==> src/rtl/systolic_mac_pe_pkg.sv <==
// Shared types, default widths and the saturating adder for the systolic MAC array.
// The adder works at SYS_MAX_W bits and clamps to the caller's accumulator width.
package systolic_pkg;

    typedef enum logic [1:0] {ACC, DRAIN, OUT} mac_state_t;

    localparam int SYS_DATA_W = 16;
    localparam int SYS_ACC_W  = 40;
    localparam int SYS_MAX_W  = 64;

    // Operands must already be sign-extended from a w-bit value; w <= SYS_MAX_W.
    function automatic logic signed [SYS_MAX_W-1:0] sat_add(
        input logic signed [SYS_MAX_W-1:0] a,
        input logic signed [SYS_MAX_W-1:0] b,
        input int                          w
    );
        logic signed [SYS_MAX_W:0] sum;
        logic signed [SYS_MAX_W:0] hi;
        logic signed [SYS_MAX_W:0] lo;
        sum = $signed({a[SYS_MAX_W-1], a}) + $signed({b[SYS_MAX_W-1], b});
        hi  = ((SYS_MAX_W+1)'(1) <<< (w - 1)) - (SYS_MAX_W+1)'(1);
        lo  = -((SYS_MAX_W+1)'(1) <<< (w - 1));
        if (sum > hi) begin
            sum = hi;
        end else if (sum < lo) begin
            sum = lo;
        end
        return sum[SYS_MAX_W-1:0];
    endfunction

endpackage

==> src/rtl/systolic_mac_pe_if.sv <==
// Operand, forwarding and result handshakes of one systolic MAC cell.
// master = the environment driving operands; slave = the processing element.
interface systolic_mac_pe_if #(
    parameter int DATA_W = systolic_pkg::SYS_DATA_W,
    parameter int ACC_W  = systolic_pkg::SYS_ACC_W
);
    logic [DATA_W-1:0] a_data;
    logic              a_valid;
    logic              a_last;
    logic [DATA_W-1:0] b_data;
    logic              b_valid;
    logic              b_last;
    logic              in_ready;

    logic [DATA_W-1:0] a_fwd_data;
    logic              a_fwd_valid;
    logic              a_fwd_last;
    logic              a_fwd_ready;
    logic [DATA_W-1:0] b_fwd_data;
    logic              b_fwd_valid;
    logic              b_fwd_last;
    logic              b_fwd_ready;

    logic [ACC_W-1:0]  c_data;
    logic              c_valid;
    logic              c_ready;
    logic              err_last_mismatch;

    modport master (
        output a_data, a_valid, a_last, b_data, b_valid, b_last,
        output a_fwd_ready, b_fwd_ready, c_ready,
        input  in_ready,
        input  a_fwd_data, a_fwd_valid, a_fwd_last,
        input  b_fwd_data, b_fwd_valid, b_fwd_last,
        input  c_data, c_valid, err_last_mismatch
    );

    modport slave (
        input  a_data, a_valid, a_last, b_data, b_valid, b_last,
        input  a_fwd_ready, b_fwd_ready, c_ready,
        output in_ready,
        output a_fwd_data, a_fwd_valid, a_fwd_last,
        output b_fwd_data, b_fwd_valid, b_fwd_last,
        output c_data, c_valid, err_last_mismatch
    );

endinterface

==> src/rtl/systolic_fwd_reg.sv <==
// One-entry {data,last} forwarding register; 1-cycle latency from load to out_valid.
// Upstream must only load when the entry is empty or being drained this cycle.
module systolic_fwd_reg #(
    parameter int W = 16
) (
    input  logic         clk,
    input  logic         rst,
    input  logic         load,
    input  logic [W-1:0] in_data,
    input  logic         in_last,
    input  logic         out_ready,
    output logic         out_valid,
    output logic [W-1:0] out_data,
    output logic         out_last
);

    always_ff @(posedge clk) begin
        if (rst) begin
            out_valid <= 1'b0;
            out_data  <= '0;
            out_last  <= 1'b0;
        end else if (load) begin
            out_valid <= 1'b1;
            out_data  <= in_data;
            out_last  <= in_last;
        end else if (out_ready) begin
            out_valid <= 1'b0;
        end
    end

endmodule

==> src/rtl/systolic_mac_pe.sv <==
// Systolic MAC cell: forwards A east / B south, 2-stage multiply-accumulate, result 3 cycles after last pair.
// Accepts only in ACC with no stalled forward entry; MAC_PE_SATURATE_EN selects saturating accumulation.
module systolic_mac_pe
    import systolic_pkg::*;
#(
    parameter int DATA_W = SYS_DATA_W,
    parameter int ACC_W  = SYS_ACC_W
) (
    input  logic               clk,
    input  logic               rst,
    systolic_mac_pe_if.slave   bus
);

    localparam int PROD_W = 2 * DATA_W;

    generate
        if (ACC_W < 2 * DATA_W) begin : g_width_check
            $error("systolic_mac_pe: ACC_W must be at least 2*DATA_W");
        end
`ifdef MAC_PE_SATURATE_EN
        if (ACC_W > SYS_MAX_W) begin : g_sat_width_check
            $error("systolic_mac_pe: ACC_W exceeds saturating adder width");
        end
`endif
    endgenerate

    mac_state_t                state;
    logic                      fwd_stall;
    logic                      in_ready;
    logic                      fire;
    logic                      pair_last;
    logic signed [DATA_W-1:0]  a_s;
    logic signed [DATA_W-1:0]  b_s;
    logic signed [PROD_W-1:0]  prod;
    logic                      p_valid;
    logic                      p_last;
    logic                      drain_done;
    logic signed [ACC_W-1:0]   acc;
    logic signed [ACC_W-1:0]   acc_next;
    logic        [ACC_W-1:0]   c_data_q;
    logic                      c_valid_q;
    logic                      err_q;

    assign fwd_stall = (bus.a_fwd_valid & ~bus.a_fwd_ready) |
                       (bus.b_fwd_valid & ~bus.b_fwd_ready);
    assign in_ready  = (state == ACC) & ~fwd_stall;
    assign fire      = bus.a_valid & bus.b_valid & in_ready;
    assign pair_last = bus.a_last | bus.b_last;
    assign a_s       = bus.a_data;
    assign b_s       = bus.b_data;

    assign bus.in_ready          = in_ready;
    assign bus.c_data            = c_data_q;
    assign bus.c_valid           = c_valid_q;
    assign bus.err_last_mismatch = err_q;

    systolic_fwd_reg #(.W(DATA_W)) u_fwd_east (
        .clk       (clk),
        .rst       (rst),
        .load      (fire),
        .in_data   (bus.a_data),
        .in_last   (bus.a_last),
        .out_ready (bus.a_fwd_ready),
        .out_valid (bus.a_fwd_valid),
        .out_data  (bus.a_fwd_data),
        .out_last  (bus.a_fwd_last)
    );

    systolic_fwd_reg #(.W(DATA_W)) u_fwd_south (
        .clk       (clk),
        .rst       (rst),
        .load      (fire),
        .in_data   (bus.b_data),
        .in_last   (bus.b_last),
        .out_ready (bus.b_fwd_ready),
        .out_valid (bus.b_fwd_valid),
        .out_data  (bus.b_fwd_data),
        .out_last  (bus.b_fwd_last)
    );

    always_comb begin
        acc_next = acc;
`ifdef MAC_PE_SATURATE_EN
        acc_next = ACC_W'(sat_add(SYS_MAX_W'(acc), SYS_MAX_W'(prod), ACC_W));
`else
        acc_next = acc + ACC_W'(prod);
`endif
    end

    // drain_done marks the cycle after the last product entered acc, so OUT captures the final sum.
    always_ff @(posedge clk) begin
        if (rst) begin
            state      <= ACC;
            prod       <= '0;
            p_valid    <= 1'b0;
            p_last     <= 1'b0;
            drain_done <= 1'b0;
            acc        <= '0;
            c_data_q   <= '0;
            c_valid_q  <= 1'b0;
            err_q      <= 1'b0;
        end else begin
            p_valid    <= fire;
            p_last     <= fire & pair_last;
            drain_done <= p_valid & p_last;
            if (fire) begin
                prod <= PROD_W'(a_s) * PROD_W'(b_s);
            end
            if (fire && (bus.a_last != bus.b_last)) begin
                err_q <= 1'b1;
            end
            if (p_valid) begin
                acc <= acc_next;
            end
            case (state)
                ACC: begin
                    if (fire && pair_last) begin
                        state <= DRAIN;
                    end
                end
                DRAIN: begin
                    if (drain_done) begin
                        state     <= OUT;
                        c_data_q  <= acc;
                        c_valid_q <= 1'b1;
                    end
                end
                OUT: begin
                    if (bus.c_ready) begin
                        state     <= ACC;
                        c_valid_q <= 1'b0;
                        acc       <= '0;
                    end
                end
                default: state <= ACC;
            endcase
        end
    end

endmodule
==> src/flat_wrapper.sv <==
// flat-port wrapper written by rule: the top's interface ports become plain ports
module systolic_mac_pe_flat import systolic_pkg::*;
#(
    parameter int DATA_W = SYS_DATA_W,
    parameter int ACC_W  = SYS_ACC_W
)
  (clk, rst, bus_a_data, bus_a_valid, bus_a_last, bus_b_data, bus_b_valid, bus_b_last, bus_a_fwd_ready, bus_b_fwd_ready, bus_c_ready, bus_in_ready, bus_a_fwd_data, bus_a_fwd_valid, bus_a_fwd_last, bus_b_fwd_data, bus_b_fwd_valid, bus_b_fwd_last, bus_c_data, bus_c_valid, bus_err_last_mismatch);
  systolic_mac_pe_if #(.DATA_W(DATA_W), .ACC_W(ACC_W)) bus_i ();
  input  logic clk;
  input  logic rst;
  input wire logic [$bits(bus_i.a_data)-1:0] bus_a_data;
  input wire logic [$bits(bus_i.a_valid)-1:0] bus_a_valid;
  input wire logic [$bits(bus_i.a_last)-1:0] bus_a_last;
  input wire logic [$bits(bus_i.b_data)-1:0] bus_b_data;
  input wire logic [$bits(bus_i.b_valid)-1:0] bus_b_valid;
  input wire logic [$bits(bus_i.b_last)-1:0] bus_b_last;
  input wire logic [$bits(bus_i.a_fwd_ready)-1:0] bus_a_fwd_ready;
  input wire logic [$bits(bus_i.b_fwd_ready)-1:0] bus_b_fwd_ready;
  input wire logic [$bits(bus_i.c_ready)-1:0] bus_c_ready;
  output wire logic [$bits(bus_i.in_ready)-1:0] bus_in_ready;
  output wire logic [$bits(bus_i.a_fwd_data)-1:0] bus_a_fwd_data;
  output wire logic [$bits(bus_i.a_fwd_valid)-1:0] bus_a_fwd_valid;
  output wire logic [$bits(bus_i.a_fwd_last)-1:0] bus_a_fwd_last;
  output wire logic [$bits(bus_i.b_fwd_data)-1:0] bus_b_fwd_data;
  output wire logic [$bits(bus_i.b_fwd_valid)-1:0] bus_b_fwd_valid;
  output wire logic [$bits(bus_i.b_fwd_last)-1:0] bus_b_fwd_last;
  output wire logic [$bits(bus_i.c_data)-1:0] bus_c_data;
  output wire logic [$bits(bus_i.c_valid)-1:0] bus_c_valid;
  output wire logic [$bits(bus_i.err_last_mismatch)-1:0] bus_err_last_mismatch;
  assign bus_i.a_data = bus_a_data;
  assign bus_i.a_valid = bus_a_valid;
  assign bus_i.a_last = bus_a_last;
  assign bus_i.b_data = bus_b_data;
  assign bus_i.b_valid = bus_b_valid;
  assign bus_i.b_last = bus_b_last;
  assign bus_i.a_fwd_ready = bus_a_fwd_ready;
  assign bus_i.b_fwd_ready = bus_b_fwd_ready;
  assign bus_i.c_ready = bus_c_ready;
  assign bus_in_ready = bus_i.in_ready;
  assign bus_a_fwd_data = bus_i.a_fwd_data;
  assign bus_a_fwd_valid = bus_i.a_fwd_valid;
  assign bus_a_fwd_last = bus_i.a_fwd_last;
  assign bus_b_fwd_data = bus_i.b_fwd_data;
  assign bus_b_fwd_valid = bus_i.b_fwd_valid;
  assign bus_b_fwd_last = bus_i.b_fwd_last;
  assign bus_c_data = bus_i.c_data;
  assign bus_c_valid = bus_i.c_valid;
  assign bus_err_last_mismatch = bus_i.err_last_mismatch;
  systolic_mac_pe #(.DATA_W(DATA_W), .ACC_W(ACC_W)) u_core (.clk(clk), .rst(rst), .bus(bus_i));
endmodule
==> config.mk <==
export PLATFORM = sky130hd
export DESIGN_NAME = systolic_mac_pe_flat
export DESIGN_NICKNAME = d
export VERILOG_FILES = /design/src/rtl/systolic_mac_pe_pkg.sv /design/src/rtl/systolic_mac_pe_if.sv /design/src/rtl/systolic_fwd_reg.sv /design/src/rtl/systolic_mac_pe.sv /design/src/flat_wrapper.sv
export SDC_FILE = /design/constraint.sdc
export NUM_CORES = 1
export LEC_CHECK = 0
export BUFFER_PORTS_ARGS = -buffer_cell sky130_fd_sc_hd__buf_4
export CORE_MARGIN = 3
export CORE_UTILIZATION = 55
export CTS_CLUSTER_SIZE = 30
export DETAILED_ROUTE_END_ITERATION = 10
export GPL_TIMING_DRIVEN = 0
export PLACE_DENSITY = 0.8
export SLEW_MARGIN = 25
export SYNTH_ARGS = -nofsm -noshare
export SYNTH_HDL_FRONTEND = slang
export SYNTH_SLANG_ARGS = --single-unit
export TNS_END_PERCENT = 100
==> constraint.sdc <==
create_clock -name clk -period 11.6 [get_ports clk]
set_input_delay 0.58 -clock clk [delete_from_list [all_inputs] [get_ports clk]]
set_output_delay 0.58 -clock clk [all_outputs]
set_load 0.005 [all_outputs]
==> reports/results.txt <==
Clock Skew: 0.0107 ns
Slew HR: 45.7%
I/O pin cnt: 120
MaxCap Viol Count: 0
main combinational cell family by area after synthesis: adder cells
most common cell after layout, fill and taps aside: nand2_1
commonest non-fill, non-tap cells in the layout: nand2_1, inv_1, fa_1
Post-Synth Adder-Cell Area: 39.4%
vias in the first global route: 14700
Hold Crit Depth: 3
Post-Synth Simple-Gate Area: 17.5%
first-pass GRT wire length: 77.5 mm
clk sinks: 155
Yosys top cell area share: 30.6%
asr flop ratio synth: 0%
max-slew violations: 0
Max Freq: 138 MHz
Yosys top cell by area: fa_1
RR Endpoint: u_core.acc[26]
die height: 183 microns
DIE AREA: 33500 sq um
Clk Latency, worst-skew pair: 0.45 ns
routability cong.: 0.996
Num CTS Buffers: 17
CP required: 11.92 ns
fraction of the mapped netlist area in compound gates: 12.1%
vias per cell: 5.65
synth unique cells: 75
Die X: 183 microns
Hold Worst Slack: 0.384 ns
drt total wl: 48.4 mm
Synth Flop Type: dfxtp_1
DR pass1 iterations: 5
initial antenna violation count: 0
leading post-synthesis cells by cell area: fa_1, dfxtp_1, ha_1
outcome: completed
Antenna Cells: 0
H-tree lvl count: 4
register area: 3100 sq um
synthesized flop and latch total: 155
crit path max fanout: 10
CTS Hold Bufs: 0
Slowest cell on crit path: fa_1
DR WL/cell: 19.0 microns
flop2flop setup slack: 8.46 ns
Synth Area per Inst: 8.61 sq um
GRT Total Usage: 29.6%
critical path's most frequent cell: fa_1
Root Driver: clkbuf_16
largest net degree at the start of global routing: 17
CTS tree: built
hold_sp: bus_b_last
share of cells above drive strength 1: 7.91%
multi-input combinational cell area: 12600 sq um
unrepaired setup endpoints after global routing: false
final hold vios: 0
HP Class: in2reg
row count: 64
core area: 30700 sq um
Cells after Synth: 2001
number of setup buffers added after CTS: 0
Least-Margin Pin Slew: 0.814 ns
antenna viol nets, final: 0
total grt overflow: 0
# port buffers: 115
via count: 14400
fin crit period: 7.24 ns
final setup vio count: 0
# DRC: 0
syn_nets: 2427
Yosys Warn Count: 0
Initial Utilization: 56.0%
register area share after synthesis: 18.0%
Critical Path Sink Type: flop
r2r startpoint: u_core.acc[0]
initial DRC count: 1235
net count reported at finish: 2561
Detailed Place HPWL: 39.4 mm
post-synthesis cell area: 17200 sq um
hold endpoint: u_core.u_fwd_south.out_last
Crit Path Class: in2reg
Syn-to-layout area delta: 11.3%
# resized after CTS: 0
Leak: 9.18 nW
WP buf/inv: 6
CTS max path bufs: 2
fill cell count: 2644
crit start category: input pin
clock-pin slew on the worst setup and hold paths: 0.07 ns
PD cells: 335 nW/um^2
VDD IR max: 0.341 mV
Final period util: 62.4%
Post-synth EDFFs: 0
Worst Path Arrival: 7.56 ns
Cell Chain, Critical Path: buf_4, clkbuf_1, nand2_1, inv_1, fa_1, fa_1, fa_1, fa_1, fa_1, inv_1, fa_1, inv_1, ha_1, clkbuf_1, nand4_1, nor2_1, nand2_1, nor4_1, or3_1, o41ai_2, nor2b_1, mux2i_1, a21oi_1
crit-path leading delay family: adder cells
multiplexer share of the synthesized area: 1.28%
Post-Synth XOR/XNOR Area: 3.05%
CP max stage delay: 1.02 ns
setup_tns: 0 ns
cell count of the worst reg-to-reg path: 10
==> state kept, by name (all words and copies together) (netlist names), 2 cells and up <==
signal                       count
u_core.acc                      40
u_core.bus.c_data               40
u_core.prod                     32
u_core.u_fwd_east.out_data      16
u_core.u_fwd_south.out_data     16
u_core.state                     2
==> through the flow <==
step           power, W  utilization, %  setup WS (ns)  area, sq um  instances
3_3_place_gp    0.00561            60.5           4.17        18600       2512
5_1_grt         0.00716            62.4           4.01        19200       2544
4_1_cts         0.00636            62.4           4.46        19200       2544
6_report        0.00643            62.4           4.36        19200       2544
3_5_place_dp    0.00575            60.5           3.99        18600       2512
2_1_floorplan   0.00460               -           5.17        17200       2001
==> cell usage after synthesis, drive strengths merged (4+ instances only) <==
master and count:
clkbuf 83, mux2i 22, nor2b 13, a31oi 10, dfxtp 155, o211ai 5
xnor2 42, nor2 76, nand2b 9, a21o 40, o21ai 37, nand3b 4
o21bai 8, o31ai 4, nand3 14, xor2 18, and2 124, or3 7
nor4 4, inv 303, and3 10, fa 263, nand4 8, o22ai 4
nor3 15, a211oi 14, nand2 360, ha 122, buf 8, o21a 9
a21oi 162
==> how the worst max path moves through the flow <==
stage | slack [ns] | depth (start not counted) | startpoint | endpoint
4_1_cts | 4.46 | 23 | bus_a_data[15] | u_core.prod[28]
6_report | 4.36 | 23 | bus_a_data[15] | u_core.prod[28]
2_1_floorplan | 5.17 | 22 | bus_b_data[1] | u_core.prod[29]
5_1_grt | 4.01 | 23 | bus_a_data[15] | u_core.prod[28]
3_5_place_dp | 3.99 | 23 | bus_a_data[15] | u_core.prod[28]
3_3_place_gp | 4.17 | 23 | bus_a_data[15] | u_core.prod[29]
==> where the power goes <==
part           total (W)  internal (W)  switching, W
logic            0.00527       0.00222       0.00305
clock network   0.000566      0.000310      0.000257
registers       0.000598      0.000570     0.0000280
==> worst min-delay path: cells and delay by family <==
family                 cells  cell delay, ns
AO/OA/AOI/OAI              1            0.05
buffers and inverters      1            0.11
AND/OR/NAND/NOR            1            0.05
==> final cells by class <==
| class | instances | area share (%) |
|---|---|---|
| Buffer | 91 | 1.84 |
| Clock buffer | 18 | 2.29 |
| Clock inverter | 14 | 0.796 |
| Inverter | 303 | 5.93 |
| Multi-Input combinational cell | 1452 | 65.9 |
| Sequential cell | 155 | 16.2 |
| Tap cell | 396 | 2.58 |
| Timing Repair Buffer | 115 | 4.50 |
==> kinds of logic after synthesis <==
| group | Yosys count |
|---|---|
| fa+ha+maj | 385 |
| buf+inv | 394 |
| simple gates | 656 |
| compound gates | 329 |
| xor+xnor | 60 |
| flops | 155 |
| mux | 22 |
==> routing by layer <==
metal  share of wire, %  global-route usage [%]
met1                 40                    38.0
met2                 48                    50.6
met3                7.4                    4.96
met4                4.2                    11.0
met5                  0                       0
Note: power is estimated with default switching activity, not from simulation.
